[src/rtl/rtl_call_pkg.sv]
// Shared definitions for the RTL library call issuer: default data width,
// counter-width helper and the sticky error vector layout.
package rtl_call_pkg;

  localparam int unsigned DATA_W_DEF = 32;

  // Bits needed to index n distinct values (minimum 1).
  function automatic int unsigned cnt_w(input int unsigned n);
    return (n <= 1) ? 1 : $clog2(n);
  endfunction

  typedef struct packed {
    logic spurious;
    logic overflow;
    logic timeout;
  } err_vec_t;

endpackage

[src/rtl/rtl_call_result_fifo.sv]
// Result FIFO for the call issuer: DEPTH x DATA_W synchronous FIFO with a
// registered first-word-fall-through head, wrap-bit pointers and occupancy.
module rtl_call_result_fifo
  import rtl_call_pkg::*;
#(
  parameter int unsigned DATA_W = DATA_W_DEF,
  parameter int unsigned DEPTH  = 8
) (
  input  logic                            clock,
  input  logic                            reset,
  input  logic                            wr_en,
  input  logic [DATA_W-1:0]               wr_data,
  output logic                            full,
  input  logic                            rd_en,
  output logic                            rd_valid,
  output logic [DATA_W-1:0]               rd_data,
  output logic [cnt_w(DEPTH+1)-1:0]       count
);

  localparam int unsigned AW = cnt_w(DEPTH);
  localparam int unsigned PW = AW + 1;
  localparam int unsigned CW = cnt_w(DEPTH + 1);

  logic [DATA_W-1:0] mem [DEPTH];
  logic [PW-1:0]     wr_ptr, rd_ptr, wr_ptr_nxt, rd_ptr_nxt;
  logic [DATA_W-1:0] head_nxt;
  logic              empty, do_wr, do_rd;

  assign empty    = (wr_ptr == rd_ptr);
  assign full     = (wr_ptr[AW] != rd_ptr[AW]) && (wr_ptr[AW-1:0] == rd_ptr[AW-1:0]);
  assign count    = CW'(wr_ptr - rd_ptr);
  assign rd_valid = !empty;
  assign do_wr    = wr_en & !full;
  assign do_rd    = rd_en & !empty;

  // Next head word: the freshly written entry bypasses the array when it
  // becomes the head; an emptied FIFO keeps its last output word.
  always_comb begin
    rd_ptr_nxt = rd_ptr + PW'(do_rd);
    wr_ptr_nxt = wr_ptr + PW'(do_wr);
    head_nxt   = rd_data;
    if (wr_ptr_nxt != rd_ptr_nxt) begin
      if (do_wr && (wr_ptr[AW-1:0] == rd_ptr_nxt[AW-1:0]))
        head_nxt = wr_data;
      else
        head_nxt = mem[rd_ptr_nxt[AW-1:0]];
    end
  end

  // Storage array write port.
  always_ff @(posedge clock) begin
    if (do_wr) mem[wr_ptr[AW-1:0]] <= wr_data;
  end

  // Pointers and registered head word.
  always_ff @(posedge clock or posedge reset) begin
    if (reset) begin
      wr_ptr  <= '0;
      rd_ptr  <= '0;
      rd_data <= '0;
    end else begin
      wr_ptr  <= wr_ptr_nxt;
      rd_ptr  <= rd_ptr_nxt;
      rd_data <= head_nxt;
    end
  end

endmodule

[src/rtl/rtl_call_issuer.sv]
// Initiator-side bridge to a stall-aware library function. Operands are
// issued while credits remain; in-order results are queued in a result FIFO.
// Optional watchdog: define RTL_CALL_TIMEOUT_EN to enable err_timeout.
module rtl_call_issuer
  import rtl_call_pkg::*;
#(
  parameter int unsigned DATA_W  = DATA_W_DEF,
  parameter int unsigned DEPTH   = 8,
  parameter int unsigned TIMEOUT = 1024
) (
  input  logic              clock,
  input  logic              reset,
  input  logic              s_valid,
  output logic              s_ready,
  input  logic [DATA_W-1:0] s_a,
  input  logic [DATA_W-1:0] s_b,
  output logic              f_ivalid,
  input  logic              f_oready,
  output logic [DATA_W-1:0] f_a,
  output logic [DATA_W-1:0] f_b,
  input  logic              f_ovalid,
  output logic              f_iready,
  input  logic [DATA_W-1:0] f_result,
  output logic              m_valid,
  input  logic              m_ready,
  output logic [DATA_W-1:0] m_data,
  output logic              err_spurious,
  output logic              err_overflow,
  output logic              err_timeout
);

  localparam int unsigned CW = cnt_w(DEPTH + 1);

  logic [CW-1:0] outstanding, fifo_count;
  logic [CW:0]   in_use;
  logic          has_credit, fifo_full, issue, ret;
  logic          spurious_hit, overflow_hit, timeout_hit;
  err_vec_t      err_q;

  assign in_use     = {1'b0, outstanding} + {1'b0, fifo_count};
  assign has_credit = in_use < (CW+1)'(DEPTH);

  assign f_ivalid = s_valid & has_credit & !reset;
  assign s_ready  = f_oready & has_credit & !reset;
  assign f_a      = s_a;
  assign f_b      = s_b;
  assign issue    = f_ivalid & f_oready;

  assign f_iready     = !fifo_full;
  assign spurious_hit = f_ovalid & (outstanding == '0);
  assign overflow_hit = f_ovalid & fifo_full;
  assign ret          = f_ovalid & !fifo_full & (outstanding != '0);

  rtl_call_result_fifo #(
    .DATA_W (DATA_W),
    .DEPTH  (DEPTH)
  ) u_fifo (
    .clock    (clock),
    .reset    (reset),
    .wr_en    (ret),
    .wr_data  (f_result),
    .full     (fifo_full),
    .rd_en    (m_ready),
    .rd_valid (m_valid),
    .rd_data  (m_data),
    .count    (fifo_count)
  );

  // In-flight call count: net effect of issue and accepted return.
  always_ff @(posedge clock or posedge reset) begin
    if (reset) begin
      outstanding <= '0;
    end else begin
      case ({issue, ret})
        2'b10:   outstanding <= outstanding + CW'(1);
        2'b01:   outstanding <= outstanding - CW'(1);
        default: outstanding <= outstanding;
      endcase
    end
  end

`ifdef RTL_CALL_TIMEOUT_EN
  localparam int unsigned TW = cnt_w(TIMEOUT + 1);
  logic [TW-1:0] wd_cnt;

  assign timeout_hit = (outstanding != '0) && !ret && (wd_cnt == TW'(TIMEOUT - 1));

  // Watchdog: counts idle cycles while calls are pending, saturating at TIMEOUT.
  always_ff @(posedge clock or posedge reset) begin
    if (reset) begin
      wd_cnt <= '0;
    end else if ((outstanding == '0) || ret) begin
      wd_cnt <= '0;
    end else if (wd_cnt != TW'(TIMEOUT)) begin
      wd_cnt <= wd_cnt + TW'(1);
    end
  end
`else
  assign timeout_hit = 1'b0;
`endif

  // Sticky error flags, cleared only by reset.
  always_ff @(posedge clock or posedge reset) begin
    if (reset) begin
      err_q <= '0;
    end else begin
      err_q.spurious <= err_q.spurious | spurious_hit;
      err_q.overflow <= err_q.overflow | overflow_hit;
      err_q.timeout  <= err_q.timeout  | timeout_hit;
    end
  end

  assign err_spurious = err_q.spurious;
  assign err_overflow = err_q.overflow;
  assign err_timeout  = err_q.timeout;

endmodule
[config.mk]
export PLATFORM = sky130hd
export DESIGN_NAME = rtl_call_issuer
export DESIGN_NICKNAME = d
export VERILOG_FILES = /design/src/rtl/rtl_call_pkg.sv /design/src/rtl/rtl_call_result_fifo.sv /design/src/rtl/rtl_call_issuer.sv
export SDC_FILE = /design/constraint.sdc
export NUM_CORES = 1
export LEC_CHECK = 0
export CORE_MARGIN = 2
export CORE_UTILIZATION = 54
export DETAILED_ROUTE_END_ITERATION = 12
export PLACE_DENSITY = 0.8
export SLEW_MARGIN = 20
export SYNTH_ARGS = -nofsm -noshare
export SYNTH_HDL_FRONTEND = slang
export SYNTH_SLANG_ARGS = --single-unit
export TNS_END_PERCENT = 100
[constraint.sdc]
create_clock -name clock -period 6.1 [get_ports clock]
set_clock_uncertainty 0.05 [all_clocks]
set_input_delay 0.61 -clock clock [delete_from_list [all_inputs] [get_ports clock]]
set_output_delay 0.61 -clock clock [all_outputs]
set_load 0.02 [all_outputs]
==> results.json <==
{
  "antenna_found_initial": 2,
  "synthCells": 638,
  "r2r_setup_slack_ns": 1.47,
  "fin_nets": 791,
  "postCtsSetupRepairBufs": 0,
  "worstPathRequired_ns": 6.48,
  "dr.pass1.iters": 4,
  "drive_gt1_frac": 0.323,
  "remaining_drc_errors": 0,
  "vdd_drop_max_mv": 0.398,
  "post-place-ws_ns": 1.45,
  "synth_edf_count": 256,
  "grt-ovfl-total": 0,
  "root_buffer": "clkbuf_16",
  "reg2reg_depth": 11,
  "area_delta_synth_final_pct": 12.7,
  "drv_cap": 0,
  "critPathKind": "reg2reg",
  "synth_cell_types": 41,
  "holdPathEnd": "err_overflow",
  "ant_nets": 0,
  "regToRegStartpoint": "u_fifo.wr_ptr[0]",
  "die_h_um": 159,
  "num_rows": 56,
  "setup_viol": 0,
  "fp.dieArea_mm2": 0.0253,
  "avgSynthCellArea_um2": 20.4,
  "rsz0062_at_grt": "no",
  "finalWorstSetupSlack_ns": 1.47,
  "grt_usage": 0.208,
  "coreArea_mm2": 0.0235,
  "critPathLaunchType": "flop",
  "htree_levels": 1,
  "yosysWarnings": 0,
  "min-delay-start": "err_overflow",
  "path_common_cell": "mux2_2",
  "portBuffers": 75,
  "io_pins": 205,
  "fmax_mhz": 216,
  "grt_start_max_net_pins": 49,
  "fin_tns_setup_ns": 0,
  "totalPowerFinal_uw": 8950,
  "synthTopCellsByArea": "edfxtp_1 (59%), dfrtp_1 (8.9%), mux4_2 (7.5%), mux2_2 (5.0%), mux2_4 (4.4%)",
  "seq_area_frac_synth": 0.680,
  "worst_pin_slew_ns": 0.755,
  "cts_made_buffers": 29,
  "async_flop_share": 0.152,
  "fin_crit_ns": 4.63,
  "cp_num_buf_inv": 2,
  "die_x_um": 159,
  "nFillCells": 1621,
  "timing.rr.end": "u_fifo.rd_data[10]",
  "maxSlewHeadroom": 0.496,
  "gp_congestion": 0.746,
  "worstPathArrival_ns": 5.01,
  "cts_tree": "yes",
  "path_clk_slew_ns": 0.06,
  "syn_nets": 755,
  "cts_sinks": 302,
  "finalHoldViolations": 0,
  "hold_depth": 1,
  "cellPowerDensity_mw_per_mm2": 611,
  "layout_commonest_cell": "edfxtp_1",
  "finalCritPeriodShare": 0.759,
  "synth_seq_cells": 302,
  "cts_resized": 0,
  "drtIter0Drc": 503,
  "layout_common_cells": "edfxtp_1 (256), clkdlybuf4s50_1 (75), mux2_2 (58)",
  "ys.flop_type": "edfxtp_1",
  "grt_pass1_wl_mm": 39.9,
  "cts_max_path_buffers": 3,
  "multi_input_area_mm2": 0.00344,
  "yosysTopAreaCell": "edfxtp_1",
  "slew_viol_final": 0,
  "leakagePower_uw": 0.00514,
  "hold_buffers": 0,
  "netlist_area_mm2": 0.0130,
  "register_area_mm2": 0.00884,
  "crit_chain": "inv_1, ha_1, nand4_1, and2_1, ha_2, ha_4, buf_4, mux4_1, mux2_2, mux2_2, mux2_4",
  "status": "completed",
  "yosysTopAreaCellShare": 0.592,
  "crit_path_max_fanout": 37,
  "cp_top_family": "multiplexers",
  "cpPeakStageDelay_ns": 0.71,
  "vias": 6059,
  "hpwl_mm": 15.0,
  "clk_latency_ns": 0.55,
  "viasPerCell": 5.95,
  "wirelength_mm": 26.3,
  "initial_core_util": 0.552,
  "grt_pass1_vias": 6530,
  "hold_class": "reg2reg",
  "cpMaxStageDelayCell": "buf_4",
  "wl_per_cell_um": 25.8,
  "worst_setup_path_end_kind": "flop"
}
## metrics by stage
step / area, um2 / hold slack, ns / cells / utilization
after global routing: 14600 / 0.457 / 1018 / 0.622
after floorplan: 13000 / 0.411 / 638 / -
final: 14600 / 0.429 / 1018 / 0.622
after CTS: 14600 / 0.433 / 1015 / 0.620
after detailed placement: 13600 / 0.420 / 961 / 0.579
after global placement: 13600 / 0.412 / 961 / 0.579
## worst max path at each step
| stage | startpoint | to | slack [ns] | cells past startpoint |
|---|---|---|---|---|
| final | u_fifo.wr_ptr[0] | u_fifo.rd_data[10] | 1.47 | 11 |
| after global routing | u_fifo.wr_ptr[0] | u_fifo.rd_data[10] | 1.22 | 11 |
| after CTS | u_fifo.wr_ptr[0] | u_fifo.rd_data[10] | 1.43 | 11 |
| after detailed placement | u_fifo.wr_ptr[0] | u_fifo.rd_data[10] | 1.45 | 11 |
| after global placement | u_fifo.wr_ptr[0] | u_fifo.rd_data[9] | 1.62 | 11 |
| after floorplan | u_fifo.wr_ptr[0] | u_fifo.mem[2][0] | 0.80 | 6 |
## routing by layer
metal | track usage | vias up | routed length, um
met2 | 0.338 | 249 | 12900
met1 | 0.282 | 3187 | 10600
met5 | 0 | - | 0
li1 | - | 2547 | -
met4 | 0.0897 | 0 | 932
met3 | 0.0359 | 76 | 1740
## synthesized netlist by cell type (all sizes together) (3+ instances only)
| cell type | number |
|---|---|
| buf | 89 |
| clkbuf | 4 |
| dfrtp | 46 |
| edfxtp | 256 |
| ha | 13 |
| inv | 12 |
| mux2 | 96 |
| mux4 | 64 |
| nand2 | 3 |
| nand3 | 4 |
| nor2 | 4 |
| nor3 | 4 |
| xnor2 | 7 |
| xor2 | 10 |
## where the power goes
| group | switching [uW] | total, uW | internal, uW |
|---|---|---|---|
| Sequential | 204 | 2930 | 2720 |
| Combinational | 1850 | 4210 | 2360 |
| Clock | 746 | 1810 | 1060 |
| Total | 2800 | 8950 | 6150 |
## flip-flops by register name, summed over array words and instances (netlist names)
register,flops
u_fifo.wr_ptr,4
outstanding,4
u_fifo.rd_data,32
u_fifo.mem,256
u_fifo.rd_ptr,4
err_spurious,1
err_overflow,1
## cell families after synthesis
family | after synthesis | share of synthesized area
adders and majority gates | 15 | 0.0156
AOI/OAI and AO/OA | 9 | 0.00501
buffers and inverters | 105 | 0.0611
xor gates and xnor gates | 17 | 0.0120
other | 1 | 0.000289
and+or+nand+nor | 28 | 0.0135
DFF | 302 | 0.680
muxes | 161 | 0.212
## layout make-up
| class | count | area share |
|---|---|---|
| antenna | 2 | 0.000342 |
| clock buffer | 40 | 0.0531 |
| clock inverter | 14 | 0.0129 |
| inverter | 12 | 0.00308 |
| multi-input combinational | 231 | 0.235 |
| sequential | 302 | 0.604 |
| tap | 319 | 0.0273 |
| timing repair buffer | 98 | 0.0644 |
(Power assumes the default switching activity.)
